--- config.mk ---
export PLATFORM = sky130hd
export DESIGN_NAME = sha256_round_ctrl
export DESIGN_NICKNAME = d
export VERILOG_FILES = /design/src/rtl/sha256_pkg.sv /design/src/rtl/round_counter.sv /design/src/rtl/sha256_round_ctrl.sv
export SDC_FILE = /design/constraint.sdc
export NUM_CORES = 1
export LEC_CHECK = 0
export ABC_AREA = 1
export BUFFER_PORTS_ARGS = -buffer_cell sky130_fd_sc_hd__buf_2
export CORE_AREA = 2 2 39 41
export CTS_CLUSTER_DIAMETER = 120
export DETAILED_ROUTE_END_ITERATION = 16
export DIE_AREA = 0 0 41 43
export PLACE_DENSITY = 0.73
export SLEW_MARGIN = 20
export SYNTH_ARGS = -nofsm -noshare
export SYNTH_HDL_FRONTEND = slang
export SYNTH_SLANG_ARGS = --single-unit
--- constraint.sdc ---
create_clock -name clk -period 1.1 [get_ports clk]
set_clock_uncertainty 0.15 [all_clocks]
set_input_delay 0.22 -clock clk [delete_from_list [all_inputs] [get_ports clk]]
set_output_delay 0.22 -clock clk [all_outputs]
set_load 0.02 [all_outputs]
--- src/rtl/sha256_pkg.sv ---
// Shared types and constants for the SHA-256 round sequencing logic.
package sha256_pkg;

    typedef enum logic [2:0] {
        S_IDLE,
        S_LOAD,
        S_ROUND,
        S_FINAL,
        S_DONE
    } state_t;

    localparam int NUM_ROUNDS_DEFAULT = 64;
    localparam int MSG_DIRECT_WORDS   = 16;

endpackage

--- src/rtl/round_counter.sv ---
// Rollover round counter: counts 0..MAX-1 while enabled, then wraps to 0.
module round_counter #(
    parameter int MAX = 64,
    parameter int W   = 6
) (
    input  logic         clk,
    input  logic         rst,
    input  logic         en,
    input  logic         clr,
    output logic [W-1:0] cnt
);

    always_ff @(posedge clk) begin
        if (rst || clr)
            cnt <= '0;
        else if (en)
            cnt <= (cnt == W'(MAX - 1)) ? '0 : cnt + W'(1);
    end

endmodule

--- src/rtl/sha256_round_ctrl.sv ---
// SHA-256 compression sequencer: LOAD, NUM_ROUNDS rounds, FINAL add, DONE handshake.
// Define SHA256_DOUBLE_HASH_EN to run a second pass over the first digest.
module sha256_round_ctrl
    import sha256_pkg::*;
#(
    parameter int NUM_ROUNDS = NUM_ROUNDS_DEFAULT,
    parameter int RND_BITS   = 6
) (
    input  logic                clk,
    input  logic                rst,
    input  logic                start,
    output logic                start_ready,
    input  logic                abort,
    output logic                load_iv,
    output logic                round_en,
    output logic [RND_BITS-1:0] round_idx,
    output logic                w_sel,
    output logic                add_final,
    output logic                pass_num,
    output logic                hash_valid,
    input  logic                hash_ack,
    output logic                busy
);

    state_t state_q, state_d;
    logic   last_round;
    logic   cnt_clr;

`ifdef SHA256_DOUBLE_HASH_EN
    logic pass_q, pass_d;
`endif

    assign cnt_clr    = abort || (state_q == S_IDLE) || (state_q == S_LOAD);
    assign last_round = (round_idx == RND_BITS'(NUM_ROUNDS - 1));

    round_counter #(
        .MAX (NUM_ROUNDS),
        .W   (RND_BITS)
    ) u_round_counter (
        .clk (clk),
        .rst (rst),
        .en  (state_q == S_ROUND),
        .clr (cnt_clr),
        .cnt (round_idx)
    );

    always_ff @(posedge clk) begin
        if (rst) begin
            state_q <= S_IDLE;
`ifdef SHA256_DOUBLE_HASH_EN
            pass_q  <= 1'b0;
`endif
        end else begin
            state_q <= state_d;
`ifdef SHA256_DOUBLE_HASH_EN
            pass_q  <= pass_d;
`endif
        end
    end

    always_comb begin
        state_d = state_q;
`ifdef SHA256_DOUBLE_HASH_EN
        pass_d  = pass_q;
`endif
        case (state_q)
            S_IDLE: begin
                if (start) begin
                    state_d = S_LOAD;
`ifdef SHA256_DOUBLE_HASH_EN
                    pass_d  = 1'b0;
`endif
                end
            end
            S_LOAD:  state_d = S_ROUND;
            S_ROUND: if (last_round) state_d = S_FINAL;
            S_FINAL: begin
`ifdef SHA256_DOUBLE_HASH_EN
                if (!pass_q) begin
                    state_d = S_LOAD;
                    pass_d  = 1'b1;
                end else begin
                    state_d = S_DONE;
                end
`else
                state_d = S_DONE;
`endif
            end
            S_DONE: begin
                // ack together with start chains straight into the next block
                if (hash_ack) begin
                    state_d = start ? S_LOAD : S_IDLE;
`ifdef SHA256_DOUBLE_HASH_EN
                    pass_d  = 1'b0;
`endif
                end
            end
            default: state_d = S_IDLE;
        endcase
        if (abort) begin
            state_d = S_IDLE;
`ifdef SHA256_DOUBLE_HASH_EN
            pass_d  = 1'b0;
`endif
        end
    end

    assign start_ready = (state_q == S_IDLE) || ((state_q == S_DONE) && hash_ack);
    assign load_iv     = (state_q == S_LOAD);
    assign round_en    = (state_q == S_ROUND);
    assign w_sel       = (state_q == S_ROUND) && (round_idx >= RND_BITS'(MSG_DIRECT_WORDS));
    assign add_final   = (state_q == S_FINAL);
    assign hash_valid  = (state_q == S_DONE);
    assign busy        = (state_q != S_IDLE);

`ifdef SHA256_DOUBLE_HASH_EN
    assign pass_num = pass_q;
`else
    assign pass_num = 1'b0;
`endif

endmodule

# Yosys cells after proc, flatten, opt, wreduce, memory -nomap -nowiden
# Index checks and enable logic that the tools add are counted.
# totals
ff_bits	9
in_bits	5
out_inout_bits	14
word_cells	28
# classes
add_sub_neg	1
magnitude_cmp	1
eq_ne	8
n_mux	6
reduce_logical	10
# ops
operator	count
3-bit case mux with 5 select lines	1
3-bit two-way mux	3
6-bit by 1-bit adder with 6-bit output (second input constant)	1
3-bit by 2-bit == test with 1-bit output (second input constant)	2
6-bit == test (second input constant)	1
6-bit by 5-bit greater-or-equal comparator with 1-bit output (second input constant)	1
6-bit two-way mux	1
1-bit logical OR	4
2-bit by 1-bit != test with 1-bit output (second input constant)	2
3-bit by 1-bit == test with 1-bit output (second input constant)	1
3-bit == test (second input constant)	1
3-bit logical NOT	1
3-bit AND reduction	1
3-bit nonzero test	1
1-bit logical AND	2
2-bit != test (second input constant)	1
2-bit OR reduction	1
1-bit two-way mux	1

# Longest topological paths before layout
# logic_depth
ltp_word	4
ltp_mapped	7
depth_no_buf	7

# By module
# A second synthesis with hierarchy kept.
# hier_totals
hier_cells	81
area_unflattened_um2	521.8
# by_module_without_submodules
module	instances	cells_each	area_each_um2	seq_area_each_um2
round_counter	1	41	277.8	120.1
sha256_round_ctrl	1	40	244.0	60.1

# Worst setup path before layout
# OpenSTA, ideal clock, no wires.
# synth_timing
path_kind	reg-to-reg
from	reg u_round_counter.cnt[1]
to	reg u_round_counter.cnt[3]
setup_time_ps	117
arrival_time_ps	1078
required_time_ps	833
path_slack_ps	-245
path_stages_with_launch	7
path_buffers	0
synth_period_minus_slack_ps	1345
cell_sequence	dfxtp_1 ha_1 nand2_1 inv_1 nand2_1 o21ai_2 nor2_1
# synth_between
elab_chain_cells	2
elab_cells_between_ends	3
cone_classes	add/sub: 1; eq/ne: 1; mux: 1
# synth_rtl
item	line_no	rtl
start: declaration	round_counter.sv:10	output logic [W-1:0] cnt
start signal: assignment	round_counter.sv:17	cnt <= (cnt == W'(MAX - 1)) ? '0 : cnt + W'(1);
6-bit by 1-bit adder with 6-bit output / 6-bit == test (equally long branches)	round_counter.sv:17	
6-bit two-way mux *	round_counter.sv:17	
# Every way passes the cells marked *; elsewhere a longest branch is shown, timed or not.
# A chain may end at the register's enable or synchronous reset.

# Worst setup path in the final report
# layout_timing
from	reg state_q[0]
to	out w_sel
# layout_between
elab_chain_cells	2
# layout_rtl
item	line_no	rtl
start: declaration	sha256_round_ctrl.sv:25	state_t state_q, state_d;
start signal: assignment	sha256_round_ctrl.sv:54	state_q <= state_d;
3-bit by 2-bit == test with 1-bit output	sha256_round_ctrl.sv:111	assign w_sel = (state_q == S_ROUND) && (round_idx >= RND_BITS'(MSG_DIRECT_WORDS));
1-bit logical AND	sha256_round_ctrl.sv:111	
end: declaration	sha256_round_ctrl.sv:17	output logic w_sel,
# Every way passes these cells.

==> results by stage <==
Status:
- The flow ran to the end, but the final reports show violations.
- The final reports fail on setup timing.

Global routing:
- The global routing usage on met1 is a little under a quarter.
- The total overflow left after global routing is 0.
- The via count of the first global-routing pass came to 605.
- The busiest metal layer after global routing is met2.
- The met2 usage is 30.3%.
- The met3 usage in global routing is around 3.1%.
- The first global-routing pass estimated 2.31 mm of wire.
- Across every metal layer, demand over resource in global routing totals between 10% and 20%.
- Entering global routing, the biggest net connects 6 pins.
- The number of antenna violations at the first check in global routing is 0.

Synth:
- The area share of and/or/nand/nor cells after synthesis is between 30% and 40%.
- Synthesis produced a netlist with a net count of 83.
- The flop and latch count out of synthesis is 9.
- By area, the combinational part of the netlist is dominated by simple AND/OR/NAND/NOR gates.
- The count of yosys warnings during synthesis is 0.
- A synthesized cell averages ~6.8 µm².
- In this run, distinct cell masters in the synthesized netlist total 19.
- Of the synthesized area, sequential elements account for 34.6%.
- In the synthesized netlist, mux cells make up 0% of the area.
- The fraction of the mapped netlist area in compound gates is 13.0%.
- Summing the areas of all xor and xnor instances in the mapped netlist gives 0% of the synthesized area.
- The netlist area before placement is between 500 and 600 µm².
- The share of synthesized cell area in full adder, half adder and majority cells is 2.40%.
- Synthesis produced just under 80 cells.

Min path:
- The worst min-delay path class is in -> reg.
- The startpoint of the most critical hold path is hash_ack.

Finish:
- The leading cell type in the layout, fill and taps excluded is buf_6.
- The number of antenna diodes is 0.
- The final non-filler cell total is approximately 130.
- Cells fill 72.7% of the core in the end.
- The area growth from synthesis to layout is 93.3%.
- Once layout is done, the placed cells without fillers occupy 0.00101 mm².
- The layout cell share with drive strength beyond 1 is 63.5%.
- The library cells used most frequently in the layout, excluding fill and tap cells, are buf_6 (18), nand2_1 (14), buf_4 (13), inv_1 (9), nor2_1 (7).
- For this run, the post-layout net count is between 100 and 150.

Drt:
- The via density per instance is approximately 4.7.
- The count of routing violations after the opening detailed-route iteration is 2.
- In the final routed layout, each cell accounts on average for about 11 µm.
- The detailed router placed 620 vias in this run.
- The detail route stage leaves a number of antenna-violating nets equal to 0.
- The post-route DRC violation count is 0.
- The first TritonRoute pass finished after 4 iterations.
- For this block, the routed nets add up to 1.42 mm of wire.

Placed design:
- Routability-driven placement finished with a final weighted congestion of slightly above 0.8.
- The placed instances occupy a cell area of 785 µm².
- Once detailed placement completed, the half-perimeter wirelength came to 923 µm.
- The number of I/O port buffers is 17.
- The setup slack after placement is -111 ps.
- The number of placed instances, taps included, is about 120.

CTS:
- The total number of clock tree sinks is 9.
- The clock tree from TritonCTS is done.
- The number of H-tree branching levels is 1.
- The cell sitting at the root of the clock tree is a clkbuf_4.
- The clock latency on the worst-skew pair is roughly 260 ps.
- No sink is reached through more buffers than the 2 on the longest clock path.
- Clock tree synthesis inserted a total of 3 buffers.
- The clock-pin slew of the registers on the worst-case setup and hold paths is ~60 ps.

STA:
- The highest achievable clock rate is 0.692 GHz.
- The setup TNS is -4000 ps.
- Hold timing on the final database bottoms out at a slack of about 130 ps.
- The worst path in the final design needs a cycle of 1450 ps, including I/O delays and setup.
- The setup violation total in the final timing report is 19.
- Setup repair after global routing could not meet its margin everywhere.
- After layout, the worst setup slack is -346 ps.
- The number of slew-limit violations in the final report is 0.
- After layout, the worst path uses 131% of the clock period.
- The count of endpoints failing hold in the final timing report is 0.

Critical path:
- In this run the critical register-to-register path is launched from state_q[0].
- The start point of the critical path is state_q[0].
- The data arrival time of the critical path is 1080 ps.
- The launching element type of the critical path is a flip-flop.
- The critical path required time is 730 ps.
- The classification of the worst setup path is reg -> out.
- The maximum fanout along the worst path is 4.
- The worst setup path is captured at an output pin.

Floorplanning:
- The core region is between 0.001 and 0.0015 mm².
- The horizontal die dimension is 41 µm.
- The count of pins on the block boundary is 19.
- The die outline area is approximately 0.0018 mm².
- The cell row count is 14.
- The initial utilization of the core area, before any placement, comes to 37.6%.
- The floorplan step set the die height to ~43 µm.

Pwr:
- The power per cell area is a little under 700 mW/mm².
- The total power after layout is approximately 700 µW.
- The worst vdd rail ir drop is approximately 0.63 mV.
- Summed over all cells, the static leakage comes to around 0.48 nW.

Flow run:
- The tool flagged a number of max-cap violations equal to 0.
cell type report:
cell class	count	area, µm²
multi-input combinational	54	379
fill	104	378
timing repair buffer	35	320
sequential	9	204
inverter	13	56.3
clock buffer	4	26.3
tap	16	20.0
power breakdown:
group          internal, mW  switching (mW)
Sequential            0.318         0.00680
Combinational        0.0606          0.0610
Clock                 0.140           0.112
critical path: stages, from the launching register on:
cell     delay (ps)
dfxtp_2         350
nor2_4          130
nand2_4          90
a21oi_4         120
buf_6           130
cell families (layout without fill, tap and decap cells):
kind of cell    after synthesis  after routing
compound gates               11             11
fa+ha+maj                     1              1
flops                         9              9
buf+inv                      14             52
other cells                   1              1
simple gates                 41             41
worst paths after layout:
| path | slack, ps | end | cells after the start |
|---|---|---|---|
| max | -350 | w_sel | 4 |
| min | 130 | state_q[2] | 4 |
| max reg2reg | -270 | u_round_counter.cnt[3] | 7 |
| min reg2reg | 390 | u_round_counter.cnt[1] | 2 |
what timing repair did:
action	CTS	global route
buffers inserted	5	0
gates resized for setup	36	12
endpoints found under the setup margin	22	22
hold buffers	0	0
pin swaps	4	5
cell usage after synthesis:
cell,n,share of area (%)
nor2_2,2,2.4
o21bai_1,2,2.9
nand2_4,1,2.2
nor2_4,2,4.3
ha_1,1,2.4
nor2_1,11,7.9
or2_4,1,1.7
inv_1,12,8.7
nand3_1,6,5.8
buf_4,1,1.4
o21ai_2,2,3.4
and2_2,1,1.4
nand2_1,17,12
inv_4,1,1.2
dfxtp_1,9,35
a21oi_1,5,4.8
o21ai_1,1,0.96
conb_1,1,0.72
o21ai_0,1,0.96
sequential cells by signal, summed over array words and instances (netlist names):
signal and count:
u_round_counter.cnt 6, state_q 3
per-layer routing:
metal  share of wire, %  wire length [µm]  vias up
li1                   -                 -      309
met1                 39               553      288
met2                 54               776       18
met3                4.4                62        5
met4                2.2                31        0
met5                  0                 0        -
Note: power is estimated with default switching activity, not from simulation.
